<file path="config.mk">
export PLATFORM = sky130hd
export DESIGN_NAME = muldiv_seq_unit
export DESIGN_NICKNAME = d
export VERILOG_FILES = /design/src/rtl/muldiv_pkg.sv /design/src/rtl/muldiv_step.sv /design/src/rtl/muldiv_seq_unit.sv
export SDC_FILE = /design/constraint.sdc
export NUM_CORES = 1
export LEC_CHECK = 0
export CAP_MARGIN = 20
export CORE_UTILIZATION = 25
export CTS_BUF_LIST = sky130_fd_sc_hd__clkbuf_16
export DETAILED_ROUTE_END_ITERATION = 12
export PLACE_DENSITY = 0.4
export SYNTH_ARGS = -nofsm -noshare
export SYNTH_HDL_FRONTEND = slang
export SYNTH_SLANG_ARGS = --single-unit
</file>
<file path="constraint.sdc">
create_clock -name clk -period 14.6 [get_ports clk]
set_input_delay 2.92 -clock clk [delete_from_list [all_inputs] [get_ports clk]]
set_output_delay 2.92 -clock clk [all_outputs]
set_load 0.02 [all_outputs]
</file>
<file path="src/rtl/muldiv_pkg.sv">
// Shared encodings and constants for the sequential multiply/divide unit.
package muldiv_pkg;

    localparam int MULDIV_WIDTH = 32;

    localparam logic OP_MUL = 1'b0;
    localparam logic OP_DIV = 1'b1;

    // Quotient reported for a divide by zero.
    localparam logic [MULDIV_WIDTH-1:0] DIV0_QUOTIENT = '1;

    typedef enum logic [1:0] {
        IDLE = 2'd0,
        RUN  = 2'd1,
        DONE = 2'd2
    } state_e;

endpackage

</file>
<file path="src/rtl/muldiv_step.sv">
// One iteration of the shared datapath: radix-2 Booth step for MUL,
// restoring shift-subtract step (on magnitudes) for DIV.
module muldiv_step
    import muldiv_pkg::*;
#(
    parameter int WIDTH = MULDIV_WIDTH
) (
    input  logic             op,
    input  logic [WIDTH:0]   acc,
    input  logic [WIDTH-1:0] mq,
    input  logic             q_1,
    input  logic [WIDTH-1:0] opnd,
    output logic [WIDTH:0]   acc_nxt,
    output logic [WIDTH-1:0] mq_nxt,
    output logic             q_1_nxt
);

    logic [WIDTH:0] booth_sum;
    logic [WIDTH:0] shifted;
    logic [WIDTH:0] div_diff;

    always_comb begin
        // NOTE: every output gets a default first so no path can infer a latch.
        acc_nxt   = acc;
        mq_nxt    = mq;
        q_1_nxt   = 1'b0;
        booth_sum = acc;

        // Accumulator is one bit wider so adding/subtracting -2^(W-1) cannot overflow.
        case ({mq[0], q_1})
            2'b01:   booth_sum = acc + {opnd[WIDTH-1], opnd};
            2'b10:   booth_sum = acc - {opnd[WIDTH-1], opnd};
            default: booth_sum = acc;
        endcase

        shifted  = {acc[WIDTH-1:0], mq[WIDTH-1]};
        div_diff = shifted - {1'b0, opnd};

        if (op == OP_MUL) begin
            acc_nxt = {booth_sum[WIDTH], booth_sum[WIDTH:1]};
            mq_nxt  = {booth_sum[0], mq[WIDTH-1:1]};
            q_1_nxt = mq[0];
        end else if (shifted >= {1'b0, opnd}) begin
            acc_nxt = div_diff;
            mq_nxt  = {mq[WIDTH-2:0], 1'b1};
        end else begin
            acc_nxt = shifted;
            mq_nxt  = {mq[WIDTH-2:0], 1'b0};
        end
    end

endmodule

</file>
<file path="src/rtl/muldiv_seq_unit.sv">
// Sequential signed MUL/DIV engine producing {HI,LO} with a one-cycle load strobe.
// Define MULDIV_EARLY_ZERO_EN to finish trivially-zero operations after one iteration.
module muldiv_seq_unit
    import muldiv_pkg::*;
#(
    parameter int WIDTH = MULDIV_WIDTH,
    parameter int CNT_W = 6
) (
    input  logic               clk,
    input  logic               clr,
    input  logic               start,
    input  logic               op,
    input  logic [WIDTH-1:0]   a,
    input  logic [WIDTH-1:0]   b,
    output logic               busy,
    output logic               done,
    output logic               hilo_en,
    output logic [2*WIDTH-1:0] result,
    output logic               div_by_zero
);

    state_e             state_q, state_d;
    logic [CNT_W-1:0]   cnt_q, cnt_d;
    logic               op_q, op_d;
    logic               sign_a_q, sign_a_d;
    logic               sign_b_q, sign_b_d;
    logic               early_q, early_d;
    logic [WIDTH-1:0]   a_raw_q, a_raw_d;
    logic [WIDTH-1:0]   opb_q, opb_d;
    logic [WIDTH:0]     acc_q, acc_d;
    logic [WIDTH-1:0]   mq_q, mq_d;
    logic               q_1_q, q_1_d;
    logic [2*WIDTH-1:0] result_q, result_d;
    logic               dbz_q, dbz_d;

    logic [WIDTH:0]     acc_step;
    logic [WIDTH-1:0]   mq_step;
    logic               q_1_step;
    logic [WIDTH-1:0]   quot, rem;

    muldiv_step #(.WIDTH(WIDTH)) u_step (
        .op      (op_q),
        .acc     (acc_q),
        .mq      (mq_q),
        .q_1     (q_1_q),
        .opnd    (opb_q),
        .acc_nxt (acc_step),
        .mq_nxt  (mq_step),
        .q_1_nxt (q_1_step)
    );

    always_comb begin
        state_d  = state_q;
        cnt_d    = cnt_q;
        op_d     = op_q;
        sign_a_d = sign_a_q;
        sign_b_d = sign_b_q;
        early_d  = early_q;
        a_raw_d  = a_raw_q;
        opb_d    = opb_q;
        acc_d    = acc_q;
        mq_d     = mq_q;
        q_1_d    = q_1_q;
        result_d = result_q;
        dbz_d    = dbz_q;

        quot = (sign_a_q ^ sign_b_q) ? -mq_step : mq_step;
        rem  = sign_a_q ? -acc_step[WIDTH-1:0] : acc_step[WIDTH-1:0];

        case (state_q)
            IDLE: if (start) begin
                op_d     = op;
                sign_a_d = a[WIDTH-1];
                sign_b_d = b[WIDTH-1];
                a_raw_d  = a;
                acc_d    = '0;
                q_1_d    = 1'b0;
                cnt_d    = '0;
                result_d = '0;
                dbz_d    = 1'b0;
                state_d  = RUN;
                if (op == OP_DIV) begin
                    mq_d  = a[WIDTH-1] ? -a : a;
                    opb_d = b[WIDTH-1] ? -b : b;
                end else begin
                    mq_d  = b;
                    opb_d = a;
                end
`ifdef MULDIV_EARLY_ZERO_EN
                early_d = ((op == OP_MUL) && ((a == '0) || (b == '0))) ||
                          ((op == OP_DIV) && (a == '0) && (b != '0));
`else
                early_d = 1'b0;
`endif
            end
            RUN: begin
                acc_d = acc_step;
                mq_d  = mq_step;
                q_1_d = q_1_step;
                cnt_d = cnt_q + CNT_W'(1);
                if (early_q) begin
                    result_d = '0;
                    dbz_d    = 1'b0;
                    state_d  = DONE;
                end else if (cnt_q == CNT_W'(WIDTH - 1)) begin
                    state_d = DONE;
                    if (op_q == OP_MUL) begin
                        result_d = {acc_step[WIDTH-1:0], mq_step};
                    end else if (opb_q == '0) begin
                        result_d = {a_raw_q, WIDTH'(signed'(DIV0_QUOTIENT))};
                        dbz_d    = 1'b1;
                    end else begin
                        result_d = {rem, quot};
                    end
                end
            end
            DONE:    state_d = IDLE;
            default: state_d = IDLE;
        endcase
    end

    // State updates on the falling edge to line up with the datapath registers.
    always_ff @(negedge clk or posedge clr) begin
        if (clr) begin
            state_q  <= IDLE;
            cnt_q    <= '0;
            op_q     <= OP_MUL;
            sign_a_q <= 1'b0;
            sign_b_q <= 1'b0;
            early_q  <= 1'b0;
            a_raw_q  <= '0;
            opb_q    <= '0;
            acc_q    <= '0;
            mq_q     <= '0;
            q_1_q    <= 1'b0;
            result_q <= '0;
            dbz_q    <= 1'b0;
        end else begin
            // NOTE: non-blocking assignments so every flop samples pre-edge values.
            state_q  <= state_d;
            cnt_q    <= cnt_d;
            op_q     <= op_d;
            sign_a_q <= sign_a_d;
            sign_b_q <= sign_b_d;
            early_q  <= early_d;
            a_raw_q  <= a_raw_d;
            opb_q    <= opb_d;
            acc_q    <= acc_d;
            mq_q     <= mq_d;
            q_1_q    <= q_1_d;
            result_q <= result_d;
            dbz_q    <= dbz_d;
        end
    end

    assign busy        = (state_q != IDLE);
    assign done        = (state_q == DONE);
    assign hilo_en     = done;
    assign result      = result_q;
    assign div_by_zero = dbz_q;

endmodule

</file>
==> qor.yml <==
die:
  fp.dieH_um: 272
  dieArea_sq_um: 74200
  coreArea_sq_um: 71900
  die_w_um: 272
  ios: 136
  fp-row-count: 98
  start_util_pct: 25.4
yosys:
  synth_area_sq_um: 18300
  synth-async-reset-ratio_pct: 100
  ys_seq_area_share_pct: 28.1
  syn_nets: 2498
  ys.flop_type: "dfrtn_1"
  ys_warn_count: 0
  syn_avg_cell_area_sq_um: 7.75
  synth_edf_count: 0
  synth_seq_cells: 205
  yosys.area.top_type: "dfrtn_1"
  synth_cell_types: 100
  netlist_instances: 2357
  synth_area_leaders: "dfrtn_1, nand2_1, o21ai_0"
  yosysTopAreaCellShare_pct: 28.1
critical_path:
  arrival_ps: 6640
  cp-end-kind: "register"
  ff2ff_setup_slack_ps: 7060
  cp-start-kind: "input pin"
  cp.required_ps: 7670
  crit_type: "input pin to register"
  crit_fanout: 6
global_routing:
  antenna_found_initial: 1
  grt_overflow_total: 0
  grt_use_total_pct: 22.4
  grt_pass1_wl_um: 125000
  grt_max_degree: 110
  grt_pass1_vias: 17994
placed_design:
  port_buffers: 135
  dp.final_hpwl_um: 65000
  place_congestion: 0.919
clocking:
  cts-htree-levels: 1
  cts.sinks: 205
  cts_tree: "built"
  postCtsResizedCells: 0
  numCtsBuffers: 27
  path_clk_slew_ps: 50
  cts_root_buf: "clkbuf_16"
  clkLatencyLatePin_ps: 560
  clk_path_buf_depth: 3
  cts_setup_buffers: 0
  hold_buffers: 0
pwr:
  p_leak_nw: 8.58
  p_total_mw: 6.42
  p_per_area_nw_per_um2: 302
  ir_drop_mv: 0.142
cells_and_area:
  area_delta_synth_final_pct: 16.5
  nFillCells: 7856
  nets: 2538
  drive_gt1_share_pct: 6.26
sta:
  slew_violations: 0
  setup-tns-final_ps: 0
  maxSlewHeadroom_pct: 22.9
  finalSetupViolCount: 0
  holdWs_ps: 420
  finalClockSkew_ps: 17.5
  worst_slew_pin_slew_ps: 1150
  rsz0062_at_grt: "false"
  hold_violations: 0
routing:
  drtIter0Drc: 1428
  drtPass1Iterations: 5
  postRouteAntennaNets: 0
  wl_um: 85000
  dr_total_vias: 18684
  wl_per_cell_um: 25.3
  avgViaCountPerCell: 5.55
  drcViolationCount: 0
job:
  max_cap_violations: 0
worst_hold_path:
  hp-class: "register to register"
outcome:
  outcome: "complete, no violations"
-- state kept, by name, summed over array words and instances, names as in the netlist --
register / count
op_q: 1
acc_q: 33
result: 64
opb_q: 32
state_q: 2
mq_q: 32
cnt_q: 6
a_raw_q: 31
sign_b_q: 1
div_by_zero: 1
q_1_q: 1
sign_a_q: 1
-- logic make-up after synthesis --
logic type | count (synthesis) | synth area share, %
compound gates | 756 | 27.3
xor+xnor | 174 | 8.34
fa+ha+maj | 73 | 5.08
simple gates | 860 | 22.8
mux | 57 | 3.21
flops | 205 | 28.1
buf+inv | 232 | 5.21
-- worst max-delay path: stages --
cell and delay [ps]:
clkdlybuf4s50_1 520, or3_1 430, nor2_1 160, nand3_1 210, or3_1 480, or3_1 480, or4_1 610, o41ai_1 330
xor2_1 190, nand2_1 70, o21ai_0 100, o221ai_1 140
-- cell usage after synthesis (all sizes together) (18+ instances only) --
library cell / instances
and3: 27
xnor2: 87
buf: 38
nor4: 18
inv: 74
or3: 30
nor3: 62
ha: 71
a21oi: 129
o21a: 19
o31ai: 44
mux2i: 44
nand3: 106
xor2: 87
nor2: 123
and2: 19
o211ai: 52
a21o: 25
nand4: 31
a211oi: 27
a31oi: 35
o221ai: 28
o21ai: 247
dfrtn: 205
nand2: 365
clkbuf: 117
-- per-layer routing --
metal | part of all wire, % | global-route usage, % | vias to the layer above
met5 | 0.015 | 0 | -
met4 | 2.7 | 6.18 | 2
met3 | 5.6 | 2.37 | 75
met2 | 44 | 35.0 | 590
met1 | 47 | 32.4 | 9260
li1 | - | - | 8757
-- cell type report --
class	count	area, sq um	share of cell area [%]
diodes	1	2.50	0.0118
clock buffers	27	676	3.18
clock inverters	19	125	0.588
inverters	77	293	1.38
multi-input cells	1920	12200	57.5
flip-flops and latches	205	5130	24.1
well taps	950	1190	5.59
repair buffers	166	1630	7.67
-- power breakdown --
group / internal (mW) / total [mW] / switching [mW]
clock: 0.351 / 0.634 / 0.283
combinational: 1.66 / 4.77 / 3.11
sequential: 0.760 / 1.02 / 0.256
-- layout by cell type, fill, tap and decap left out, drive strengths merged, types with 25 or more instances in the layout --
cell	synthesis	routed
nand2	365	365
o21ai	247	247
dfrtn	205	205
clkdlybuf4s50	0	134
a21oi	129	129
nor2	123	123
nand3	106	106
xor2	87	87
xnor2	87	87
inv	74	77
ha	71	71
nor3	62	62
o211ai	52	52
o31ai	44	44
mux2i	44	44
a31oi	35	35
buf	38	32
nand4	31	31
or3	30	30
o221ai	28	28
and3	27	27
clkbuf	117	27
a211oi	27	27
a21o	25	25
-- final timing paths --
path                                        start                      to  depth (start not counted)
max reg2reg                  opb_q[1]$_DFFE_NP0P_  result[63]$_DFFE_NP0P_                         19
max                                          a[2]    mq_q[27]$_DFFE_NP0P_                         12
min in group asynchronous                     clr   acc_q[26]$_DFFE_NP0P_                          3
min                        result[19]$_DFFE_NP0P_  result[19]$_DFFE_NP0P_                          2
min reg2reg                result[19]$_DFFE_NP0P_  result[19]$_DFFE_NP0P_                          2
max in group asynchronous                     clr   opb_q[10]$_DFFE_NP0P_                          3
-- per-stage QoR --
stage,area (sq um),worst slack [ps],instances,utilization (%)
2_1_floorplan,18300,1540,2357,-
3_3_place_gp,20500,520,3316,28.5
3_5_place_dp,20500,485,3318,28.5
4_1_cts,21300,1060,3364,29.6
5_1_grt,21300,793,3364,29.6
6_report,21300,1030,3365,29.6
Power figures use the tool's default switching activity.
